## src/rtl/code_lock_param.sv

```systemverilog
// code_lock_param: parametrised sequential code lock with fail lockout; optional runtime programming via CODE_LOCK_PROG_EN
module code_lock_param #(
  parameter int CODE_LEN = 6,
  parameter int DIGIT_W = 4,
  parameter int MAX_FAIL = 3,
  parameter int LOCK_CYCLES = 64,
  parameter logic [CODE_LEN*DIGIT_W-1:0] DEFAULT_CODE = 24'h590981
) (
  input  logic               clk,
  input  logic               reset,
  input  logic               insere,
  input  logic [DIGIT_W-1:0] numero,
  input  logic               programa,
  output logic               LED,
  output logic               A,
  output logic               B,
  output logic               C,
  output logic               D,
  output logic               E,
  output logic               F,
  output logic               G,
  output logic               erro,
  output logic               bloqueado
);
  localparam int CW = CODE_LEN * DIGIT_W;
  localparam int IW = CODE_LEN > 1 ? $clog2(CODE_LEN) : 1;
  localparam int FW = $clog2(MAX_FAIL + 1);
  localparam int TW = $clog2(LOCK_CYCLES + 1);
  localparam logic [IW-1:0] LAST = IW'(CODE_LEN - 1);
  localparam logic [FW-1:0] FMAX = FW'(MAX_FAIL);

`ifdef CODE_LOCK_PROG_EN
  typedef enum logic [1:0] {ENTRY, OPEN, LOCKED, PROG} state_t;
`else
  typedef enum logic [1:0] {ENTRY, OPEN, LOCKED} state_t;
`endif

  state_t        state;
  logic [IW-1:0] idx;
  logic          mism;
  logic [FW-1:0] fails;
  logic [TW-1:0] timer;
  logic [CW-1:0] code;
  logic          insere_d;
  logic [6:0]    seg;
  logic          accept;
  logic          miss;
  logic [DIGIT_W-1:0] expd;
  logic [FW-1:0] fails_inc;
  logic [6:0]    segd;

`ifndef CODE_LOCK_PROG_EN
  logic unused_prog;
  assign unused_prog = programa;
  assign code = DEFAULT_CODE;
`endif

  assign {A, B, C, D, E, F, G} = seg;

  // Strobe qualification, expected digit for the current slot and mismatch accumulation
  always_comb begin
    accept = insere & ~insere_d & (32'(numero) < 32'd10);
    expd = code[(CODE_LEN - 1 - int'(idx)) * DIGIT_W +: DIGIT_W];
    miss = mism | (numero != expd);
    fails_inc = fails == FMAX ? FMAX : fails + 1'b1;
  end

  // Seven-segment decode of the incoming digit, A in the MSB
  always_comb begin
    case (numero)
      4'd0:    segd = 7'b1111110;
      4'd1:    segd = 7'b0110000;
      4'd2:    segd = 7'b1101101;
      4'd3:    segd = 7'b1111001;
      4'd4:    segd = 7'b0110011;
      4'd5:    segd = 7'b1011011;
      4'd6:    segd = 7'b1011111;
      4'd7:    segd = 7'b1110000;
      4'd8:    segd = 7'b1111111;
      4'd9:    segd = 7'b1111011;
      default: segd = 7'b0000000;
    endcase
  end

  // Lock FSM with registered outputs; all CODE_LEN digits are consumed before judging an attempt
  always_ff @(posedge clk or negedge reset) begin
    if (!reset) begin
      state <= ENTRY;
      idx <= '0;
      mism <= 1'b0;
      fails <= '0;
      timer <= '0;
      insere_d <= 1'b0;
      seg <= '0;
      LED <= 1'b0;
      erro <= 1'b0;
      bloqueado <= 1'b0;
`ifdef CODE_LOCK_PROG_EN
      code <= DEFAULT_CODE;
`endif
    end else begin
      insere_d <= insere;
      erro <= 1'b0;
      case (state)
        ENTRY: if (accept) begin
          seg <= segd;
          if (idx == LAST) begin
            idx <= '0;
            mism <= 1'b0;
            if (!miss) begin
              state <= OPEN;
              LED <= 1'b1;
              fails <= '0;
            end else begin
              erro <= 1'b1;
              fails <= fails_inc;
              if (fails_inc == FMAX) begin
                state <= LOCKED;
                timer <= TW'(LOCK_CYCLES);
                bloqueado <= 1'b1;
              end
            end
          end else begin
            idx <= idx + 1'b1;
            mism <= miss;
          end
        end
        OPEN: if (accept) begin
          seg <= segd;
          idx <= IW'(1);
          mism <= numero != expd;
          LED <= 1'b0;
          state <= ENTRY;
`ifdef CODE_LOCK_PROG_EN
          if (programa) begin
            state <= PROG;
            LED <= 1'b1;
            code[(CODE_LEN - 1) * DIGIT_W +: DIGIT_W] <= numero;
          end
`endif
        end
        LOCKED: begin
          timer <= timer - 1'b1;
          if (timer == TW'(1)) begin
            state <= ENTRY;
            bloqueado <= 1'b0;
            fails <= '0;
          end
        end
`ifdef CODE_LOCK_PROG_EN
        PROG: if (accept) begin
          seg <= segd;
          code[(CODE_LEN - 1 - int'(idx)) * DIGIT_W +: DIGIT_W] <= numero;
          if (idx == LAST) begin
            state <= ENTRY;
            LED <= 1'b0;
            fails <= '0;
            idx <= '0;
            mism <= 1'b0;
          end else begin
            idx <= idx + 1'b1;
          end
        end
`endif
        default: state <= ENTRY;
      endcase
    end
  end
endmodule

```

## config.mk

```make
export PLATFORM = sky130hd
export DESIGN_NAME = code_lock_param
export DESIGN_NICKNAME = d
export VERILOG_FILES = /design/src/rtl/code_lock_param.sv
export SDC_FILE = /design/constraint.sdc
export NUM_CORES = 1
export LEC_CHECK = 0
export CORE_MARGIN = 2
export CORE_UTILIZATION = 60
export CTS_BUF_LIST = sky130_fd_sc_hd__clkbuf_8
export DETAILED_ROUTE_END_ITERATION = 7
export PLACE_DENSITY = 0.88
export SYNTH_ARGS = -nofsm -noshare
export SYNTH_HDL_FRONTEND = slang
export SYNTH_SLANG_ARGS = --single-unit
```

## constraint.sdc

```tcl
create_clock -name clk -period 5.6 [get_ports clk]
set_input_delay 1.12 -clock clk [delete_from_list [all_inputs] [get_ports clk]]
set_output_delay 1.12 -clock clk [all_outputs]
set_load 0.02 [all_outputs]
```

==> summary by stage <==
Synth
Summing the areas of all fa, ha and maj instances in the mapped netlist gives 9.985% of the synthesized area. The commonest register cell after synthesis is sky130_fd_sc_hd__dfrtp_1. Summing the areas of all compound-gate instances in the mapped netlist gives 20.97% of the synthesized area. Yosys mapped a number of flops with a built-in enable equal to 0.

The netlist uses 47 different library cells. The dominant combinational cell family by area after synthesis is simple AND/OR/NAND/NOR gates. After synthesis the cells add up to 1629 µm².

The number of synthesized register bits is 26. The share of the synthesized netlist area taken by xor and xnor gates is 1.075%. The post-synthesis async set-or-reset flop share is 100.0%. When the netlist entered floorplanning its net count stood at 199. Averaged over all synthesized cells, the footprint is 9.152 µm². Synthesis produced a netlist whose cell count is 178. The Yosys warning count is 0. The post-synthesis simple-gate area fraction is 21.81%. In the synthesized netlist, mux cells make up 1.306% of the area. After synthesis, flip-flops and latches occupy 39.94% of the total area.

STA
The final-report hold violation count came to 0. Setup repair after global routing left no endpoint under its margin. The number of slew-limit violations in the final report is 0. The slack of the critical path is 2448 ps. The clock tree skew after final layout is 6.431 ps. In the finished design, the share of the clock period the worst path needs comes to 56.28%.

The summed negative setup slack over all endpoints is 0 ps. Timing would allow up to 0.3173 GHz. Setup violations remaining at the end of the flow were counted as 0. The tightest hold path in the finished design has a slack of 492.8 ps.

The headroom to the max-slew limit is 56.77%. At the pin with the least slew margin, the transition time is 639.4 ps. The smallest clock period supported by the final layout is computed as 3152 ps.

Critical path
Counting stages on the worst path, the most repeated cell is sky130_fd_sc_hd__o21ai_0. The kind of cell adding the most delay to the critical path is simple AND/OR/NAND/NOR gates. The critical path's largest stage delay is 580 ps.

The highest net fanout along the worst path is 12. The worst flop-to-flop path startpoint is idx[1]. Together, buffers and inverters on the worst path number 1. The path type of the worst setup path is input port to register.

The startpoint type of the worst setup path is an input port. The cell with the largest stage delay on the worst path is sky130_fd_sc_hd__clkdlybuf4s50_1. In this run the worst setup path begins at numero[2].

The critical path data arrival time is 3340 ps. The critical path goes through clkdlybuf4s50_1, o21ai_0, nand3b_1, nor3_1, o21ai_0, o31ai_1. The data required time at the worst endpoint is 5780 ps.

The endpoint kind of the worst setup timing path is a register.

Drt
The number of vias per cell is 6.353. The number of design rule violations left after detail routing is 0. The number of optimization iterations in the first detailed-route pass is 4.

The via total after detailed routing is 1404. For this block, the routed nets add up to 3499 µm of wire. After the first detailed-routing iteration, the DRC count stood at 42. The number of nets still failing antenna checks after routing is 0.

The average wire per standard cell is 15.83 µm.

Floorplanning
In this run the vertical extent of the chip is 56.11 µm. In this run the core area contains 18 standard-cell rows. The total area inside the core boundary comes to 2522 µm². The die is 56.11 µm wide. The initial standard-cell utilization of the core is 64.58%. The floorplan step defined a die boundary enclosing 3148 µm². The I/O pin count is 18.

Final layout
0 antenna diodes ended up in the layout. The finished layout holds 221 standard cells, fillers aside. Cells with a size suffix above 1 make up 5.759% of the layout.

The fraction of the core area covered by cells at the end of the flow is 74.01%. The area occupied by multi-input gates is 898.4 µm². The number of inserted filler cells in the final layout is 192.

The storage element area is 650.6 µm². In the final design database the tool counted 213 nets. The growth of design area from synthesis to finish is 14.59%.

Run
Max-cap violations in this run came to 0.

Placement
The placer's final routability congestion estimate is 0.8192. Counting tap cells, the placed design contains a total of 217 instances. Timing analysis after detailed placement gives a worst setup slack of 2245 ps. Summed over all nets, the half-perimeter wirelength after detailed placement is 2484 µm.

The count of buffers added on input and output ports is 16.

Clock tree
After clock tree synthesis, the clock-pin slew on the worst setup and hold paths is 100 ps. CTS built an H-tree with a depth of 1. Counting every sink on the clock net gives 26. In this run the deepest clock path goes through 2 buffers. The number of cells upsized or downsized after cts is 0. The clock tree from TritonCTS is built. The latest clock arrival within the worst-skew pair is 280 ps. The hold buffer count at cts is 0. Clock tree synthesis inserted a total of 3 buffers. Once the clock tree was built, the setup fixing pass inserted 0 buffers. In this run the clock root is driven by a sky130_fd_sc_hd__clkbuf_8.

GRT
The via count of the first global-routing pass is 1405. The largest net degree at the start of global routing is 27. The total routing usage reported by global routing is 23.85%.

The number of antenna violations at the first check in global routing is 0. The final global-route overflow total is 0. The first-pass GRT wire length is 6044 µm.

Power and ir drop
VDD sags by at most 0.3543 mV. For this design the ratio of total power to cell area is 482.5 nW/µm². Summed over all cells, the static leakage comes to 0.0007957 µW.

Min path
The worst hold path startpoint is seg[6]. The min-delay analysis places its worst path in the category register to register.

Run status
The run finished with clean final reports.
[cell usage in the layout, fill, tap and decap left out, types with 4 or more instances in the layout]
cell type | Yosys | routed
sky130_fd_sc_hd__ha_1 | 13 | 13
sky130_fd_sc_hd__a21oi_1 | 8 | 8
sky130_fd_sc_hd__a31oi_1 | 4 | 4
sky130_fd_sc_hd__clkdlybuf4s50_1 | 0 | 16
sky130_fd_sc_hd__nor2_1 | 16 | 16
sky130_fd_sc_hd__nand2_1 | 16 | 16
sky130_fd_sc_hd__nor3_1 | 7 | 7
sky130_fd_sc_hd__inv_1 | 11 | 11
sky130_fd_sc_hd__o21ai_0 | 13 | 13
sky130_fd_sc_hd__dfrtp_1 | 26 | 26
[cells by family (layout without fill, tap and decap cells)]
| group | after synthesis | after routing |
|---|---|---|
| fa+ha+maj | 13 | 13 |
| xor+xnor | 2 | 2 |
| compound gates | 50 | 50 |
| mux | 2 | 2 |
| buf+inv | 19 | 32 |
| flops | 26 | 26 |
| simple gates | 66 | 66 |
[final timing paths]
kind,slack (ps),to,depth (start not counted)
max,2450,fails[0],6
min,490,seg[6],2
max reg2reg,2920,state[0],7
min reg2reg,490,seg[6],2
max in group asynchronous,4140,state[1],2
min in group asynchronous,1200,idx[1],2
[routing by layer]
layer	wire length [µm]	track usage [%]	part of all wire, %	vias up
li1	-	-	-	665
met4	63	9.864	1.8	0
met3	174	3.488	5.0	9
met2	1782	41.01	51	50
met5	0	0	0	-
met1	1479	29.78	42	680
[sequential cells by signal (all words and copies together), names as in the netlist]
name / flops
mism: 1
bloqueado: 1
seg: 7
idx: 3
state: 2
LED: 1
insere_d: 1
fails: 2
timer: 7
erro: 1
[cell usage after synthesis (2+ instances only)]
library cell               count  area (µm²)
sky130_fd_sc_hd__a41oi_1       2       17.52
sky130_fd_sc_hd__dfrtp_1      26       650.6
sky130_fd_sc_hd__o21ai_0      13       65.06
sky130_fd_sc_hd__inv_1        11       41.29
sky130_fd_sc_hd__nand2b_1      3       18.77
sky130_fd_sc_hd__nand2_1      16       60.06
sky130_fd_sc_hd__clkbuf_1      5       18.77
sky130_fd_sc_hd__or4_1         2       15.01
sky130_fd_sc_hd__nor3_1        7       35.03
sky130_fd_sc_hd__a31oi_1       4       25.02
sky130_fd_sc_hd__o221ai_1      2       17.52
sky130_fd_sc_hd__o21ai_1       3       15.01
sky130_fd_sc_hd__xnor2_1       2       17.52
sky130_fd_sc_hd__o31ai_1       2       15.01
sky130_fd_sc_hd__nand3b_1      3       22.52
sky130_fd_sc_hd__o21a_1        3       22.52
sky130_fd_sc_hd__or2_2         2       12.51
sky130_fd_sc_hd__nor4_1        3       18.77
sky130_fd_sc_hd__nor2_1       16       60.06
sky130_fd_sc_hd__ha_1         13       162.7
sky130_fd_sc_hd__or3_1         3       18.77
sky130_fd_sc_hd__a21oi_1       8       40.04
sky130_fd_sc_hd__nor2b_1       3       18.77
sky130_fd_sc_hd__o22ai_1       2       12.51
sky130_fd_sc_hd__nand3_1       2       10.01
[worst register-to-register path, delay by kind of cell (launching register included)]
kind                     cells  cell delay [ps]
AO/OA/AOI/OAI                2              410
adder cells (fa/ha/maj)      1              480
buffers and inverters        1              130
flip-flops                   1              470
AND/OR/NAND/NOR              3             1130
[area by class of cell]
cell class              count  area share (%)
repair buffers             17           8.981
clock buffers               3           2.212
clock inverters             1           1.609
multi-input cells         133           48.12
inverters                  11           2.212
flip-flops and latches     26           34.85
well taps                  30           2.011
[stage by stage]
step	power [µW]	cell area, µm²
after floorplan	616.4	1629
after global placement	711.8	1795
after detailed placement	739.8	1795
after CTS	902.3	1867
after global routing	961.4	1867
final	900.7	1867
[report_power, final]
part,internal [µW],switching [µW],leakage [µW]
registers,257,63.8,0.000313
logic,190,231,0.000447
clock network,95.7,64.0,0.0000357
total,542,359,0.000796
Note: power is estimated with default switching activity, not from simulation.
